## config.mk

```make
export PLATFORM = sky130hd
export DESIGN_NAME = logic_result_stage
export DESIGN_NICKNAME = d
export VERILOG_FILES = /design/src/rtl/logic_result_stage.sv
export SDC_FILE = /design/constraint.sdc
export NUM_CORES = 1
export LEC_CHECK = 0
export CORE_MARGIN = 2
export CORE_UTILIZATION = 37
export CTS_CLUSTER_DIAMETER = 30
export DETAILED_ROUTE_END_ITERATION = 10
export PLACE_DENSITY_LB_ADDON = 0.2
export SLEW_MARGIN = 0
export SYNTH_ARGS = -nofsm -noshare
export SYNTH_HDL_FRONTEND = slang
export SYNTH_SLANG_ARGS = --single-unit
export TNS_END_PERCENT = 1
```

## constraint.sdc

```tcl
create_clock -name clk -period 1.99 [get_ports clk]
set_input_delay 0.398 -clock clk [delete_from_list [all_inputs] [get_ports clk]]
set_output_delay 0.398 -clock clk [all_outputs]
set_load 0.03 [all_outputs]
```

## src/rtl/logic_result_stage.sv

```systemverilog
// Two-entry registered output stage for the logic unit: buffers result/op with
// precomputed Z/N/INV flags and delivers them over valid/ready, counting pops.
module logic_result_stage #(
    parameter int N     = 4,
    parameter int CNT_W = 8
) (
    input  logic             clk,
    input  logic             rst,
    input  logic             in_valid,
    output logic             in_ready,
    input  logic [N-1:0]     res_in,
    input  logic [2:0]       op_in,
    output logic             out_valid,
    input  logic             out_ready,
    output logic [N-1:0]     res_out,
    output logic [2:0]       op_out,
    output logic             flag_z,
    output logic             flag_n,
    output logic             flag_inv,
    input  logic             cnt_clr,
    output logic [CNT_W-1:0] done_cnt,
    output logic [1:0]       occupancy
);

    typedef struct packed {
        logic [N-1:0] res;
        logic [2:0]   op;
        logic         z;
        logic         n;
        logic         inv;
    } entry_t;

    localparam logic [CNT_W-1:0] CNT_MAX = {CNT_W{1'b1}};

    entry_t           head_q, head_d, tail_q, tail_d, new_entry;
    logic [1:0]       occ_q, occ_d;
    logic [CNT_W-1:0] cnt_q, cnt_d;
    logic             push, pop, new_inv;
    logic [N-1:0]     new_res;

    // Unused/no-op op codes carry no meaningful result, so the data is zeroed.
    always_comb begin
        new_inv       = op_in[2] & op_in[1];
        new_res       = new_inv ? '0 : res_in;
        new_entry.res = new_res;
        new_entry.op  = op_in;
        new_entry.z   = ~|new_res;
        new_entry.n   = new_res[N-1];
        new_entry.inv = new_inv;
    end

    assign in_ready  = (occ_q != 2'd2);
    assign out_valid = (occ_q != 2'd0);
    assign push      = in_valid & in_ready;
    assign pop       = out_valid & out_ready;

    always_comb begin
        head_d = head_q;
        tail_d = tail_q;
        occ_d  = occ_q;
        case (occ_q)
            2'd0: begin
                if (push) begin
                    head_d = new_entry;
                    occ_d  = 2'd1;
                end
            end
            2'd1: begin
                if (push && pop) begin
                    head_d = new_entry;
                end else if (push) begin
                    tail_d = new_entry;
                    occ_d  = 2'd2;
                end else if (pop) begin
                    head_d = '0;
                    occ_d  = 2'd0;
                end
            end
            2'd2: begin
                if (pop) begin
                    head_d = tail_q;
                    tail_d = '0;
                    occ_d  = 2'd1;
                end
            end
            default: begin
                head_d = '0;
                tail_d = '0;
                occ_d  = 2'd0;
            end
        endcase
    end

    // Clear takes priority over a simultaneous pop.
    always_comb begin
        cnt_d = cnt_q;
        if (cnt_clr) begin
            cnt_d = '0;
        end else if (pop && (cnt_q != CNT_MAX)) begin
            cnt_d = cnt_q + 1'b1;
        end
    end

    always_ff @(posedge clk or negedge rst) begin
        if (!rst) begin
            head_q <= '0;
            tail_q <= '0;
            occ_q  <= 2'd0;
            cnt_q  <= '0;
        end else begin
            head_q <= head_d;
            tail_q <= tail_d;
            occ_q  <= occ_d;
            cnt_q  <= cnt_d;
        end
    end

    assign res_out   = head_q.res;
    assign op_out    = head_q.op;
    assign flag_z    = head_q.z;
    assign flag_n    = head_q.n;
    assign flag_inv  = head_q.inv;
    assign done_cnt  = cnt_q;
    assign occupancy = occ_q;

endmodule

```

==> metrics.md, run 1 <==
| Metric | Value |
|---|---|
| Gr ovfl total | 0 |
| Critical R2R Launch | occupancy[1]$_DFFE_PN0P_ |
| Die ar. | 0.00448 mm^2 |
| HPWL Detailed | 2.57 mm |
| Switching pwr | 0.000571 W |
| Relative slew slack | 72.0% |
| Post-synthesis async set-or-reset flop share | 100% |
| Worst vdd ir | 0.526 mV |
| Final critical-path required period | 1.88 ns |
| Worst Hold Class | reg2reg |
| Reg power frac | 40.7% |
| Non-Filler Instances | 243 |
| Antenna violations before repair | 0 |
| CP bufs+invs | 1 |
| Critical Path Stages | 1 |
| Core box area | 0.00374 mm^2 |
| CP max FO | 7 |
| Routed vias | 1,311 |
| Cells after Synth | 152 |
| R2R setup slack | 0.35 ns |
| Distinct cell type count after synthesis | 43 |
| Crit Path Class | reg2out |
| Seq/Total Area, Yosys | 47.8% |
| Hold Fails Final Rpt | 0 |
| Main synth FF type | dfrtp_1 |
| NumNets Final | 209 |
| Ys Warns | 0 |
| Synth area leaders | dfrtp_1 48%, nand2_1 5.6%, o21ai_0 4.8% |
| Clock Root Buffer | clkbuf_8 |
| Cells after DPL | 239 |
| DR pass1 iterations | 4 |
| Die Y | 66.9 um |
| # diodes | 0 |
| Worst-path clk slew | 0.09 ns |
| Worst Hold End | tail_q[2]$_DFFE_PN0P_ |
| Dpl cell area | 0.00191 mm^2 |
| Post-route design area | 0.00198 mm^2 |
| Max Cap Violations | 0 |
| Int Pwr | 0.00119 W |
| Crit-path slowest cell | clkdlybuf4s50_1 |
| Status | completed |
| Total clock sinks | 28 |
| # fillers | 348 |
| Vias in the first global route | 1,303 |
| Fin util | 52.9% |
| Share of power burned in combinational logic | 34.4% |
| CTS tree | yes |
| Crit path DAT | 1.48 ns |
| Post-synthesis register bit count | 28 |
| Cells resized by post-CTS repair | 0 |
| Crit path largest cell delay | 0.72 ns |
| Worst endpoint required time | 1.59 ns |
| Commonest non-fill, non-tap cells in the layout | 30 x clkdlybuf4s50_1, 28 x dfrtp_1, 22 x nand2_1, 18 x buf_4 |
| Area of the multi-input gates | 691 um^2 |
| Routed vias/inst | 5.40 |
| RePlAce Congestion | 0.811 |
| Reg area | 701 um^2 |
| Total power | 0.00176 W |
| Pwr Density | 890 mW/mm^2 |
| Initial Utilization | 39.1% |
| Die Width | 66.9 um |
| Worst hold path cell count | 2 |
| Syn_nets | 165 |
| FMAX | 532 MHz |
| Worst R2R Path Depth | 4 |
| Post-CTS setup buffers | 0 |
| Leakage | 0.842 nW |
| Critical register-to-register path endpoint | op_out[1]$_DFFE_PN0P_ |
| Hold_sp | tail_q[2]$_DFFE_PN0P_ |
| DR iter-0 viols | 67 |
| Rows | 22 |
| Clock latency on the worst-skew pair | 0.27 ns |
| Clock skew | 0.00246 ns |
| Clock share of power | 24.9% |
| Post-synth EDFFs | 0 |
| Critical-path cell list | clkdlybuf4s50_1 |
| # hold bufs at CTS | 0 |
| # DRC | 0 |
| Switching Share | 32.4% |
| Final WS setup | 0.111 ns |
| Synth top area share | 47.8% |
| Setup crit end kind | output pin |
| Worst Tran Pin Value | 0.416 ns |
| Htree depth | 1 |
| Syn Std Cell Area | 0.00147 mm^2 |
| Clock tree buffer depth | 2 |
| Endpoints failing setup | 0 |
| Share of layout cells above drive strength 1 | 14.4% |
| CP startpoint kind | register |
| Port bufs | 33 |
| First-pass GRT wire length | 5.61 mm |
| RSZ-0062 raised after global routing | no |
| DRT antenna net count | 0 |
| Largest net degree at the start of global routing | 29 |
| Num CTS Buffers | 3 |
| Syn Area/Cell | 9.64 um^2 |
| Final Cycle Share | 94.4% |
| Global Route Usage Sum | 16.4% |
| Most common cell after layout, fill and taps aside | clkdlybuf4s50_1 |
| Area Overhead vs Synth | 35.3% |
| Avg WL per Cell | 13.8 um |
| Slew Viols, Final | 0 |
| Ports | 34 |
| Synth area leader | dfrtp_1 |
| Cell family with the largest share of critical-path delay | buffers and inverters |
| Post-Route WL | 3.36 mm |
| Dpl ws | -0.0716 ns |
through the flow:
stage	hold WS [ns]	TNS, ns
after floorplan	0.102	0
after global placement	0.458	-0.0406
after detailed placement	0.459	-0.577
after CTS	0.479	0
after global routing	0.506	0
final	0.474	0
logic make-up (layout without fill, tap and decap cells):
kind of cell | count (synthesis) | in the layout | share of synthesized area [%]
flip-flops | 28 | 28 | 47.8
AO/OA/AOI/OAI | 46 | 46 | 24.3
AND/OR/NAND/NOR | 59 | 59 | 18.8
adder cells (fa/ha/maj) | 1 | 1 | 0.854
XOR/XNOR | 2 | 2 | 1.20
multiplexers | 3 | 3 | 2.05
buffers and inverters | 13 | 56 | 5.04
registers in the layout (all words and copies together), names as in the netlist:
name and flops:
occupancy 2, op_out 3, flag_inv 1, done_cnt 8, flag_z 1, res_out 4, tail_q 9
cells in the mapped netlist (2+ instances only):
| library cell | number |
|---|---|
| a21oi_1 | 5 |
| a221o_1 | 4 |
| a22o_1 | 2 |
| a22oi_1 | 7 |
| and2_1 | 3 |
| buf_2 | 5 |
| buf_4 | 3 |
| dfrtp_1 | 28 |
| inv_1 | 3 |
| mux2i_1 | 3 |
| nand2_1 | 22 |
| nand3_1 | 2 |
| nand4_1 | 2 |
| nor2_1 | 14 |
| nor2b_1 | 4 |
| nor3_1 | 5 |
| o21ai_0 | 14 |
metal layers:
metal / vias up / wire length, um / GRT usage (%)
li1: 641 / - / -
met1: 629 / 1480 / 19.3
met2: 35 / 1670 / 29.6
met3: 6 / 139 / 2.20
met4: 0 / 65 / 7.14
met5: - / 0 / 0
power by group through the flow:
| stage | clock [W] | sequential (W) | combinational (W) |
|---|---|---|---|
| 2_1_floorplan | 0 | 0.000825 | 0.000274 |
| 3_3_place_gp | 0 | 0.000726 | 0.000603 |
| 3_5_place_dp | 0 | 0.000730 | 0.000612 |
| 4_1_cts | 0.000454 | 0.000718 | 0.000614 |
| 5_1_grt | 0.000483 | 0.000730 | 0.000660 |
| 6_report | 0.000439 | 0.000718 | 0.000607 |
worst max-delay path by stage:
stage | from | end | slack (ns)
floorplan | occupancy[1]$_DFFE_PN0P_ | in_ready | 0.35
global placement | out_ready | op_out[2]$_DFFE_PN0P_ | -0.01
detailed placement | out_ready | op_out[1]$_DFFE_PN0P_ | -0.07
CTS | occupancy[1]$_DFFE_PN0P_ | occupancy[1] | 0.05
global route | occupancy[1]$_DFFE_PN0P_ | in_ready | 0.05
finish | done_cnt[4]$_DFFE_PN0P_ | done_cnt[4] | 0.11
layout make-up:
cell class / instances / area share [%]
repair buffers: 49 / 22.6
flip-flops and latches: 28 / 35.4
inverters: 3 / 0.568
well taps: 48 / 3.03
multi-input cells: 111 / 34.8
clock buffers: 3 / 2.08
clock inverters: 1 / 1.52
No activity file was read; power rests on OpenSTA's default activity.
==> run 2, diff against run 1 <==
--- a/config.mk
+++ b/config.mk
@@ -7,7 +7,6 @@
 export LEC_CHECK = 0
 export CORE_MARGIN = 2
 export CORE_UTILIZATION = 37
-export CTS_CLUSTER_DIAMETER = 30
 export DETAILED_ROUTE_END_ITERATION = 10
 export PLACE_DENSITY_LB_ADDON = 0.2
 export SLEW_MARGIN = 0
==> results of run 2 <==
Final layout, timing and power as in run 1 (identical DEF).
==> run 3, diff against run 2 <==
--- a/config.mk
+++ b/config.mk
@@ -8,6 +8,7 @@
 export CORE_MARGIN = 2
 export CORE_UTILIZATION = 37
 export DETAILED_ROUTE_END_ITERATION = 10
+export DONT_BUFFER_PORTS = 1
 export PLACE_DENSITY_LB_ADDON = 0.2
 export SLEW_MARGIN = 0
 export SYNTH_ARGS = -nofsm -noshare
==> metrics.md, run 3 (synthesized netlist as in run 1, its figures left out) <==
| Metric | Value |
|---|---|
| Critical R2R Launch | done_cnt[3]$_DFFE_PN0P_ |
| Status | completed |
| Reg power frac | 50.8% (+10 points) |
| Setup crit end kind | output pin |
| Port bufs | 0 (-100%) |
| Die Width | 66.9 um (unchanged) |
| Routed vias/inst | 5.54 (+2.7%) |
| Die ar. | 0.00448 mm^2 (unchanged) |
| CP max FO | 13 (+6) |
| # fillers | 372 (+6.9%) |
| Area of the multi-input gates | 691 um^2 (unchanged) |
| Final Cycle Share | 86.8% (-7.7 points) |
| Crit Path Class | reg2out |
| Switching pwr | 0.000557 W (-2.4%) |
| Core box area | 0.00374 mm^2 (unchanged) |
| Post-CTS setup buffers | 0 (unchanged) |
| Worst Hold Class | in2reg |
| Avg WL per Cell | 15.3 um (+11%) |
| Most common cell after layout, fill and taps aside | dfrtp_1 |
| Clock Root Buffer | clkbuf_8 |
| CP startpoint kind | register |
| Commonest non-fill, non-tap cells in the layout | 28 x dfrtp_1, 22 x nand2_1, 14 x nor2_1, 14 x o21ai_0, 10 x buf_4 |
| Slew Viols, Final | 0 (unchanged) |
| Num CTS Buffers | 3 (unchanged) |
| DRT antenna net count | 0 (unchanged) |
| Dpl cell area | 0.00154 mm^2 (-19%) |
| Htree depth | 1 (unchanged) |
| # DRC | 0 (unchanged) |
| Clock tree buffer depth | 2 (unchanged) |
| Post-route design area | 0.00164 mm^2 (-17%) |
| Initial Utilization | 39.1% (unchanged) |
| Critical register-to-register path endpoint | done_cnt[1]$_DFFE_PN0P_ |
| Worst hold path cell count | 1 (-1) |
| Worst Hold End | done_cnt[5]$_DFFE_PN0P_ |
| Cells resized by post-CTS repair | 0 (unchanged) |
| RePlAce Congestion | 0.772 (-4.8%) |
| Largest net degree at the start of global routing | 29 (unchanged) |
| Endpoints failing setup | 0 (unchanged) |
| Clock share of power | 28.2% (+3.3 points) |
| Total power | 0.00162 W (-8.1%) |
| DR pass1 iterations | 4 (unchanged) |
| Crit path DAT | 1.33 ns (-0.15 ns) |
| Hold Slack | 0.168 ns (-0.307 ns) |
| Hold_sp | cnt_clr |
| HPWL Detailed | 2.36 mm (-8.0%) |
| Gr ovfl total | 0 (unchanged) |
| Pwr Density | 990 mW/mm^2 (+11%) |
| R2R setup slack | 0.31 ns (-0.04 ns) |
| Die Y | 66.9 um (unchanged) |
| Global Route Usage Sum | 15.5% (-0.89 points) |
| Hold Fails Final Rpt | 0 (unchanged) |
| Most flops, register | tail_q |
| Worst vdd ir | 0.438 mV (-17%) |
| Setup TNS | 0 ns (unchanged) |
| Antenna violations before repair | 0 (unchanged) |
| Worst R2R Path Depth | 4 (unchanged) |
| Worst endpoint required time | 1.59 ns (about the same) |
| Max Cap Violations | 0 (unchanged) |
| FMAX | 579 MHz (+8.8%) |
| Vias in the first global route | 1,157 (-11%) |
| Rows | 22 (unchanged) |
| Final critical-path required period | 1.73 ns (-0.153 ns) |
| Total clock sinks | 28 (unchanged) |
| DR iter-0 viols | 76 (+13%) |
| Leakage | 0.690 nW (-18%) |
| Area Overhead vs Synth | 11.9% |
| First-pass GRT wire length | 5.28 mm (-5.9%) |
| # hold bufs at CTS | 2 (+2) |
| Clock latency on the worst-skew pair | 0.28 ns (about the same) |
| Worst Tran Pin Value | 0.552 ns (+0.136 ns) |
| Post-Route WL | 3.16 mm (-5.8%) |
| Flip-flop count of the largest register after layout | 9 (unchanged) |
| Share of power burned in combinational logic | 21.0% (-13 points) |
| Relative slew slack | 63.2% (-8.9 points) |
| Ports | 34 (unchanged) |
| Routed vias | 1,141 (-13%) |
| RSZ-0062 raised after global routing | no |
| Worst-path clk slew | 0.10 ns (about the same) |
| NumNets Final | 172 (-18%) |
| # diodes | 0 (unchanged) |
| Share of layout cells above drive strength 1 | 13.3% (-1.1 points) |
| Switching Share | 34.4% (+2.0 points) |
| Clock skew | 0.00785 ns (+0.00539 ns) |
| Reg area | 701 um^2 (unchanged) |
| CTS tree | yes |
| Fin util | 43.8% (-9.2 points) |
| Int Pwr | 0.00107 W (-11%) |
[run 3: power by group through the flow]
stage | clock, W | combinational [W] | sequential (W)
final | 0.000458 | 0.000341 | 0.000824
after global routing | 0.000493 | 0.000387 | 0.000838
after CTS | 0.000468 | 0.000345 | 0.000824
after detailed placement | 0 | 0.000327 | 0.000836
after global placement | 0 | 0.000318 | 0.000833
after floorplan | 0 | 0.000274 | 0.000825
[run 3: metal layers]
| layer | global-route usage [%] | part of all wire, % |
|---|---|---|
| met1 | 18.0 | 44 |
| met2 | 27.1 | 48 |
| met3 | 5.57 | 6.9 |
| met4 | 3.83 | 0.85 |
| met5 | 0 | 0 |
[run 3: stage by stage]
| step | cells | setup slack (ns) |
|---|---|---|
| 2_1_floorplan | 152 | 0.355 |
| 3_3_place_gp | 200 | 0.385 |
| 3_5_place_dp | 200 | 0.337 |
| 4_1_cts | 206 | 0.266 |
| 5_1_grt | 206 | 0.164 |
| 6_report | 206 | 0.263 |
[run 3: critical path, cell delays in order (launching register included)]
cell	delay, ns
dfrtp_1	0.56
nor2b_1	0.28
inv_1	0.20
[run 3: cell type report]
type / count / share of cell area (%)
inverter: 3 / 0.687
timing repair buffer: 12 / 6.41
multi-input combinational: 111 / 42.1
clock inverter: 1 / 1.83
tap: 48 / 3.66
sequential: 28 / 42.7
clock buffer: 3 / 2.52
[run 3: worst max path at each step]
stage	from	end	slack (ns)	cells past startpoint
after global routing	occupancy[1]$_DFFE_PN0P_	in_ready	0.16	2
after floorplan	occupancy[1]$_DFFE_PN0P_	in_ready	0.35	4
after CTS	occupancy[1]$_DFFE_PN0P_	in_ready	0.27	2
after global placement	done_cnt[3]$_DFFE_PN0P_	done_cnt[1]$_DFFE_PN0P_	0.38	4
after detailed placement	done_cnt[3]$_DFFE_PN0P_	done_cnt[1]$_DFFE_PN0P_	0.34	4
final	occupancy[1]$_DFFE_PN0P_	in_ready	0.26	2
